$ cat config.mk
export PLATFORM = sky130hd
export DESIGN_NAME = calc_datapath
export DESIGN_NICKNAME = d
export VERILOG_FILES = /design/src/rtl/calc_pkg.sv /design/src/rtl/calc_seq_mul.sv /design/src/rtl/calc_datapath.sv
export SDC_FILE = /design/constraint.sdc
export NUM_CORES = 1
export LEC_CHECK = 0
export ABC_AREA = 1
export BUFFER_PORTS_ARGS = -buffer_cell sky130_fd_sc_hd__buf_2
export CAP_MARGIN = 0
export CORE_ASPECT_RATIO = 1.4
export CORE_MARGIN = 2
export CORE_UTILIZATION = 50
export CTS_BUF_LIST = sky130_fd_sc_hd__clkbuf_4
export CTS_CLUSTER_DIAMETER = 40
export CTS_CLUSTER_SIZE = 10
export DETAILED_ROUTE_END_ITERATION = 6
export PLACE_DENSITY = 0.77
export SYNTH_ARGS = -nofsm -noshare
export SYNTH_HDL_FRONTEND = slang
export SYNTH_HIERARCHICAL = 1
export SYNTH_SLANG_ARGS = --single-unit
$ cat constraint.sdc
create_clock -name CLK -period 2.35 [get_ports CLK]
set_input_delay 0.3525 -clock CLK [delete_from_list [all_inputs] [get_ports CLK]]
set_output_delay 0.3525 -clock CLK [all_outputs]
set_load 0.02 [all_outputs]
$ cat src/rtl/calc_pkg.sv
// Shared definitions for the calculator datapath and its controller FSM:
// op-code encoding, register-file geometry and the multiplier state type.
package calc_pkg;

   localparam logic [2:0] OP_NONE = 3'b000;
   localparam logic [2:0] OP_ADD  = 3'b001;
   localparam logic [2:0] OP_SUB  = 3'b010;
   localparam logic [2:0] OP_MUL  = 3'b011;
   localparam logic [2:0] OP_XOR  = 3'b100;

   localparam int         RF_DEPTH  = 8;
   localparam logic [2:0] ZERO_ADDR = 3'b111;

   typedef enum logic {
      MUL_IDLE,
      MUL_RUN
   } mul_state_t;

   function automatic logic isLegalOp(input logic [2:0] op);
      return (op != OP_NONE) && (op <= OP_XOR);
   endfunction

endpackage

$ cat src/rtl/calc_seq_mul.sv
// Iterative shift-add multiplier, one multiplier bit per clock.
// busy spans exactly W cycles from the start edge; done flags the final cycle.
module calc_seq_mul
   import calc_pkg::*;
#(
   parameter int W = 8
) (
   input  logic           CLK,
   input  logic           RST_n,
   input  logic           start,
   input  logic [W-1:0]   a,
   input  logic [W-1:0]   b,
   output logic           busy,
   output logic           done,
   output logic [2*W-1:0] product
);

   localparam int CW = $clog2(W + 1);

   mul_state_t       state, stateNext;
   logic [CW-1:0]    bitCnt;
   logic [W-1:0]     mplier;
   logic [2*W-1:0]   mcand;
   logic [2*W-1:0]   acc;

   always_ff @(posedge CLK or negedge RST_n) begin
      if (!RST_n) state <= MUL_IDLE;
      else        state <= stateNext;
   end

   always_comb begin
      stateNext = state;
      busy      = (state == MUL_RUN);
      done      = 1'b0;
      case (state)
         MUL_IDLE: if (start) stateNext = MUL_RUN;
         MUL_RUN: begin
            if (bitCnt == CW'(W)) begin
               done      = 1'b1;
               stateNext = MUL_IDLE;
            end
         end
         default: stateNext = MUL_IDLE;
      endcase
   end

   // Bit 0 is folded in on the start edge so the product is complete
   // (and registered) by the last busy cycle.
   always_ff @(posedge CLK or negedge RST_n) begin
      if (!RST_n) begin
         acc    <= '0;
         mplier <= '0;
         mcand  <= '0;
         bitCnt <= '0;
      end else if (state == MUL_IDLE && start) begin
         acc    <= a[0] ? {{W{1'b0}}, b} : '0;
         mplier <= a >> 1;
         mcand  <= {{W{1'b0}}, b} << 1;
         bitCnt <= CW'(1);
      end else if (state == MUL_RUN && !done) begin
         if (mplier[0]) acc <= acc + mcand;
         mplier <= mplier >> 1;
         mcand  <= mcand << 1;
         bitCnt <= bitCnt + CW'(1);
      end
   end

   assign product = acc;

endmodule

$ cat src/rtl/calc_datapath.sv
// Calculator datapath: 8-entry register file, single-cycle ADD/SUB/XOR,
// iterative MUL, and the registered result/flag outputs.
module calc_datapath
   import calc_pkg::*;
#(
   parameter int W = 8
) (
   input  logic         CLK,
   input  logic         RST_n,
   input  logic [W-1:0] Din,
   input  logic         WE,
   input  logic [2:0]   W1,
   input  logic [2:0]   num_R1,
   input  logic [2:0]   num_R2,
   input  logic [2:0]   MS,
   output logic [W-1:0] Dout1,
   output logic [W-1:0] Dout2,
   output logic [W-1:0] Result,
   output logic         Busy,
   output logic         Valid,
   output logic         Ovf,
   output logic         Zero,
   output logic         Err
);

   logic [W-1:0]   rf [RF_DEPTH];
   logic [2:0]     msQ;
   logic [2:0]     destQ;
   logic           start;
   logic           aluOp;
   logic           mulStart;
   logic           mulDone;
   logic [2*W-1:0] product;
   logic [W:0]     aluWide;
   logic [W-1:0]   aluRes;
   logic           aluOvf;
   logic           wbEn;
   logic [2:0]     wbAddr;
   logic [W-1:0]   wbData;

   assign Dout1 = (num_R1 == ZERO_ADDR) ? '0 : rf[num_R1];
   assign Dout2 = (num_R2 == ZERO_ADDR) ? '0 : rf[num_R2];

   // Only the 0->nonzero transition of MS launches an op, and never while busy.
   assign start    = (MS != OP_NONE) && (msQ == OP_NONE) && !Busy;
   assign aluOp    = start && (MS == OP_ADD || MS == OP_SUB || MS == OP_XOR);
   assign mulStart = start && (MS == OP_MUL);

   calc_seq_mul #(.W(W)) u_mul (
      .CLK     (CLK),
      .RST_n   (RST_n),
      .start   (mulStart),
      .a       (Dout1),
      .b       (Dout2),
      .busy    (Busy),
      .done    (mulDone),
      .product (product)
   );

   always_comb begin
      aluWide = '0;
      aluRes  = '0;
      aluOvf  = 1'b0;
      case (MS)
         OP_ADD: begin
            aluWide = {1'b0, Dout1} + {1'b0, Dout2};
            aluRes  = aluWide[W-1:0];
            aluOvf  = aluWide[W];
         end
         OP_SUB: begin
            aluWide = {1'b0, Dout1} - {1'b0, Dout2};
            aluRes  = aluWide[W-1:0];
            aluOvf  = aluWide[W];
         end
         OP_XOR:  aluRes = Dout1 ^ Dout2;
         default: aluRes = '0;
      endcase
   end

   always_comb begin
      wbEn   = 1'b0;
      wbAddr = W1;
      wbData = aluRes;
      if (aluOp) begin
         wbEn = 1'b1;
      end else if (mulDone) begin
         wbEn   = 1'b1;
         wbAddr = destQ;
         wbData = product[W-1:0];
      end
   end

   // The external write takes priority when both target the same entry.
   always_ff @(posedge CLK or negedge RST_n) begin
      if (!RST_n) begin
         for (int i = 0; i < RF_DEPTH; i++) rf[i] <= '0;
      end else begin
         for (int i = 0; i < RF_DEPTH; i++) begin
            if (3'(i) != ZERO_ADDR) begin
               if (WE && W1 == 3'(i))              rf[i] <= Din;
               else if (wbEn && wbAddr == 3'(i))   rf[i] <= wbData;
            end
         end
      end
   end

   always_ff @(posedge CLK or negedge RST_n) begin
      if (!RST_n) begin
         msQ    <= OP_NONE;
         destQ  <= '0;
         Result <= '0;
         Ovf    <= 1'b0;
         Valid  <= 1'b0;
         Err    <= 1'b0;
      end else begin
         msQ   <= MS;
         Valid <= 1'b0;
         Err   <= 1'b0;
         if (start && !isLegalOp(MS)) Err <= 1'b1;
         if (mulStart) destQ <= W1;
         if (aluOp) begin
            Result <= aluRes;
            Ovf    <= aluOvf;
            Valid  <= 1'b1;
         end else if (mulDone) begin
            Result <= product[W-1:0];
            Ovf    <= |product[2*W-1:W];
            Valid  <= 1'b1;
         end
      end
   end

   assign Zero = (Result == '0);

endmodule
* After elaboration in Yosys (flattened, before gate mapping)
Index checks and enable logic that the tools add are counted.
Storage, ports and cells: bits in registers 118, input port bits 23, output and inout bits 29, logic and storage cells 142
Cells by class: add/subtract/negate cells 4, $lt $le $gt $ge 3, eq/ne operators 19, muxes and demuxes 50, bitwise operators 4, reductions and logical operators 44
Operator list (count):
- $mux 8 | 27
- $mux 16 | 5
- $bmux 8 s3 | 2
- $eq 3x3->1 const B | 9
- $pmux 8 s3 | 1
- $logic_and 1x1->1 | 22
- $reduce_bool 2->1 | 10
- $eq 3x2->1 const B | 6
- $add 16x16->16 | 1
- $add 8x8->9 | 1
- $eq 3x1->1 const B | 3
- $logic_not 3->1 | 3
- $mux 1 | 9
- $sub 8x8->9 | 1
- $ge 4x4->1 const B | 2
- $logic_not 8->1 | 1
- $mux 4 | 2
- $not 3->4 | 2
- $reduce_or 8->1 | 1
- $xor 8x8->8 | 1
- $mux 3 | 2
- $add 4x1->4 const B | 1
- $eq 4x4->1 const B | 1
- $pmux 1 s2 | 2
- 6 further kinds | 9

* Logic depth before layout (Yosys ltp)
depth in word-level cells 11, gate-level depth with buffers 24, gate-level depth less buffers 21

* Hierarchy
Netlist, hierarchy kept.
By module, submodules not included:
- calc_datapath | times used 1, cells an instance 879, area an instance 5675.4 um2, seq. area each 1826.8 um2
- calc_seq_mul | times used 1, cells an instance 376, area an instance 2876.5 um2, seq. area each 1076.0 um2

* Least setup slack after synthesis
Ideal clock, no wire load.
kind input to register, start point input num_R2[0], end point register rf[15] in the netlist's numbering, data arrival time 2.994 ns, data required time 2.234 ns, slack -0.760 ns, cell stages on the path 20, cells stage by stage clkbuf_1 > nor2_1 > clkbuf_1 > nand2_1 > nand2_1 > inv_1 > a32oi_1 > inv_1 > ha_1 > inv_1 > nand2_1 > inv_1 > a21oi_1 > nand3_1 > nand3_1 > nand3_1 > nand2_1 > nand2_1 > nand2_1 > nand2_1
Between the ends: word-level cells in the longest chain between the ends 11, elaborated cells on any way between the ends 14, those cells by class add/sub: 2; eq/ne: 1; mux: 9; bitwise: 2
RTL lines:
- start: declaration | line calc_datapath.sv:14 | input logic [2:0] num_R2,
- $not 3->4 (not written as such) | line calc_datapath.sv:42 | assign Dout2 = (num_R2 == ZERO_ADDR) ? '0 : rf[num_R2];
- $bmux 8 s3 | line calc_datapath.sv:42
- $mux 8 (not written as such) (2 in a row) | line calc_datapath.sv:42
- $mux 8 * | line calc_datapath.sv:42
- named net Dout2[6] | line calc_datapath.sv:17 | output logic [W-1:0] Dout2,
- $sub 8x8->9 or $add 8x8->9 (tied branches) | line calc_datapath.sv:71, calc_datapath.sv:66
- $pmux 8 s3 * | line calc_datapath.sv:64 | case (MS)
- $mux 8 | line calc_datapath.sv:86 | end else if (mulDone) begin
- $mux 8 * | line calc_datapath.sv:84 | if (aluOp) begin
- $mux 8 * | line calc_datapath.sv:101 | else if (wbEn && wbAddr == 3'(i)) rf[i] <= wbData;
- $mux 8 * | line calc_datapath.sv:100 | if (WE && W1 == 3'(i)) rf[i] <= Din;
- end signal: indexed assignment | line calc_datapath.sv:100
- end signal: indexed assignment | line calc_datapath.sv:101
- end: declaration | line calc_datapath.sv:26 | logic [W-1:0] rf [RF_DEPTH];
The timed path passes the listed nets; every way through them passes the cells marked *. The select of a mux whose other input is x is not followed. A chain may end at the register's enable or synchronous reset.

* Worst setup path after layout
start point register rf[24] in the netlist's numbering, end point register rf[36] in the netlist's numbering
Between the ends: word-level cells in the longest chain between the ends 10, elaborated cells on any way between the ends 15, those cells by class add/sub: 2; mux: 13
RTL lines (line):
- $bmux 8 s3 (on tied branches) | calc_datapath.sv:41, calc_datapath.sv:42
- $mux 8 (on tied branches) (3 in a row) | calc_datapath.sv:41, calc_datapath.sv:42
- $sub 8x8->9 or $add 8x8->9 (tied branches) | calc_datapath.sv:71, calc_datapath.sv:66
- $pmux 8 s3 * | calc_datapath.sv:64
- $mux 8 | calc_datapath.sv:86
- $mux 8 * | calc_datapath.sv:84
- $mux 8 * | calc_datapath.sv:101
- $mux 8 * | calc_datapath.sv:100
Every way passes the cells marked *; elsewhere a longest branch is shown, timed or not. The select of a mux whose other input is x is not followed.

==> results.ini <==
[critical_path]
cp.arrival_ns = 3.11
worst_setup_path_end_kind = flip-flop
crit_type = reg2reg
r2r_setup_slack_ns = -0.21
worst-path-max-fanout = 7
cp-start-kind = flip-flop
crit_required_ns = 2.90

[power]
power_density_mw_per_mm2 = 805
ir_drop_v = 0.000504
leakage_nw = 5.98

[floorplan]
core_sq_mm = 0.0167
dieArea_sq_mm = 0.0182
pin_count = 52
rows = 56
start_util = 0.511
fp.dieW_um = 115
die-height_um = 159

[routing]
drc_errors = 0
viasPerCell = 5.63
post_drt_wl_per_cell_um = 18.1
vias = 9362
drtPass1Iterations = 6
drtAntennaViolNets = 0
wl_um = 30200
drt_iter0_drc = 701

[synth]
synth_top_area_share = 0.339
postSynthNetCount = 1315
yosys_warnings = 22
ys.flop_type = dfrtp_1
synth_seq_cells = 116
yosysSeqAreaShare = 0.339
synthCells = 1255
syn_area_sq_mm = 0.00855
synth_area_leader_cell = dfrtp_1
synth_top_cells_by_area = dfrtp_1, nand2_1, inv_1
synth_edf_count = 0
synthArstFlopShare = 1.00
syn_area_per_cell_sq_um = 6.81
synth.distinct_cells = 54

[timing]
hold_viol_final = 0
fmax_mhz = 390
rsz0062_at_grt = true
drv_slew = 0
skew_ns = 0.0228
whs_ns = 0.0599
period_share = 1.09
setup_viol = 51
worst_slack_ns = -0.213
slew_headroom = 0.626
tightestPinTransition_ns = 0.560
period_needed_ns = 2.56

[grt]
antenna_found_initial = 1
grt_pass1_wl_um = 46200
overflow = 0
top_usage_layer = met2
first_global_vias = 9179
use_met3 = 0.0607
use_met2 = 0.583
grt_use_total = 0.331
grt_max_degree = 36
use_met1 = 0.345

[placed_design]
port_buffers = 51
dp_slack_ns = -0.546
dp.cells = 1598
gp_congestion = 0.988
place_hpwl_um = 22900

[cts]
clockBufferDepth = 2
cts_max_level = 4
cts_inserted_buffers = 17
cts_sinks = 116
cts_root_buf = clkbuf_4
cts.reportedPaths.clkPinSlew_ns = 0.13
clock_latency_ns = 0.61
cts_tree = done

[final_layout]
syn_to_final_growth_pct = 34.6
final_cell_count_no_fill = 1664
nets = 1506
nFillCells = 1399
drive_gt1_frac = 0.339

[status]
status = finished, violations left
violations = setup timing

[flow_run]
maxCapViolCount = 0

[hold_path]
hp-class = in2reg

-- cells in the final DEF, fill, tap and decap left out, drive strengths merged, types with 5 or more instances in the layout --
cell / instances
nand2: 455
nor2: 100
nand4: 9
a22oi: 6
inv: 192
a21oi: 49
a31oi: 9
buf: 198
dfrtp: 116
o22ai: 8
o221ai: 11
clkbuf: 17
ha: 34
nand3: 106
o21ai: 100
a211oi: 5
-- Yosys cell counts, drive strengths merged, types with 3 or more instances --
library cell    n
o221ai         11
nand2         455
a21oi          49
o22ai           8
inv           186
o21ai         100
nand3         106
buf            10
nor4            4
nand4           9
a211oi          5
a22oi           6
o211ai          4
nor2          100
dfrtp         116
clkbuf         20
a31oi           9
ha             34
fa              3
-- flip-flops by register name (all words and copies together), names as in the netlist, 3 cells and up --
name / count
u_mul/product: 16
msQ: 3
rf: 56
u_mul/mcand: 15
u_mul/mplier: 7
u_mul/bitCnt: 4
Result: 8
destQ: 3
-- layer usage --
metal | vias to the layer above | share of wire
met5 | - | 0
met4 | 0 | 0.090
met3 | 165 | 0.049
met2 | 385 | 0.51
met1 | 4382 | 0.35
li1 | 4430 | -
-- path summary, 6_finish.rpt --
kind	cells past startpoint	from	to
setup / recovery	20	rf[24]	rf[36]
hold / removal	3	W1[2]	destQ[2]
setup reg to reg	20	rf[24]	rf[36]
hold reg to reg	2	rf[41]	rf[41]
max in group asynchronous	3	RST_n	Result[2]
min in group asynchronous	2	RST_n	rf[25]
-- final cells by class --
class / count / area (sq um) / area share
multi-input cells: 923 / 5660 / 0.492
flip-flops and latches: 116 / 2910 / 0.252
repair buffers: 202 / 1600 / 0.139
inverters: 186 / 734 / 0.0638
well taps: 203 / 254 / 0.0221
clock inverters: 15 / 218 / 0.0189
clock buffers: 17 / 128 / 0.0111
diodes: 2 / 5.00 / 0.000435
-- logic make-up after synthesis --
group,after synthesis,share of synthesized area
XOR/XNOR,4,0.00410
AND/OR/NAND/NOR,680,0.347
AO/OA/AOI/OAI,202,0.148
buffers and inverters,216,0.105
flip-flops,116,0.339
adder cells (fa/ha/maj),37,0.0568
-- power breakdown --
| group | internal, W | switching [W] |
|---|---|---|
| combinational | 0.00182 | 0.00264 |
| sequential | 0.00249 | 0.000473 |
| clock | 0.000877 | 0.000966 |
-- stage by stage --
stage | utilization | area (sq um) | setup TNS, ns | total power, W
6_report | 0.687 | 11500 | -6.71 | 0.00926
5_1_grt | 0.687 | 11500 | -14.56 | 0.00979
4_1_cts | 0.647 | 10800 | -6.46 | 0.00871
3_5_place_dp | 0.606 | 10200 | -30.52 | 0.00669
3_3_place_gp | 0.606 | 10200 | -28.45 | 0.00661
2_1_floorplan | - | 8940 | -3.44 | 0.00537
-- what timing repair did --
item | CTS | global route
resized for setup | 83 | 163
setup endpoints to repair | 66 | 80
hold buffers | 4 | 0
setup buffers | 11 | 23
endpoints found under the hold margin | 34 | 0
pin swaps | 67 | 62
cloned | 0 | 0
-- critical path, cell delays in order, from the launching register on --
cell      delay, ns
dfrtp_1        0.41
inv_2          0.06
a21oi_2        0.11
o21ai_1        0.07
o21ai_1        0.08
nand2_1        0.07
a21boi_4       0.15
inv_2          0.11
ha_4           0.14
inv_2          0.03
fa_2           0.36
inv_2          0.11
buf_6          0.10
nand2_2        0.04
nand2_2        0.06
nand2_1        0.05
o211ai_1       0.11
nand3_1        0.16
nand2_4        0.15
nand2_1        0.07
nand3_1        0.07
No activity file was read; power rests on OpenSTA's default activity.
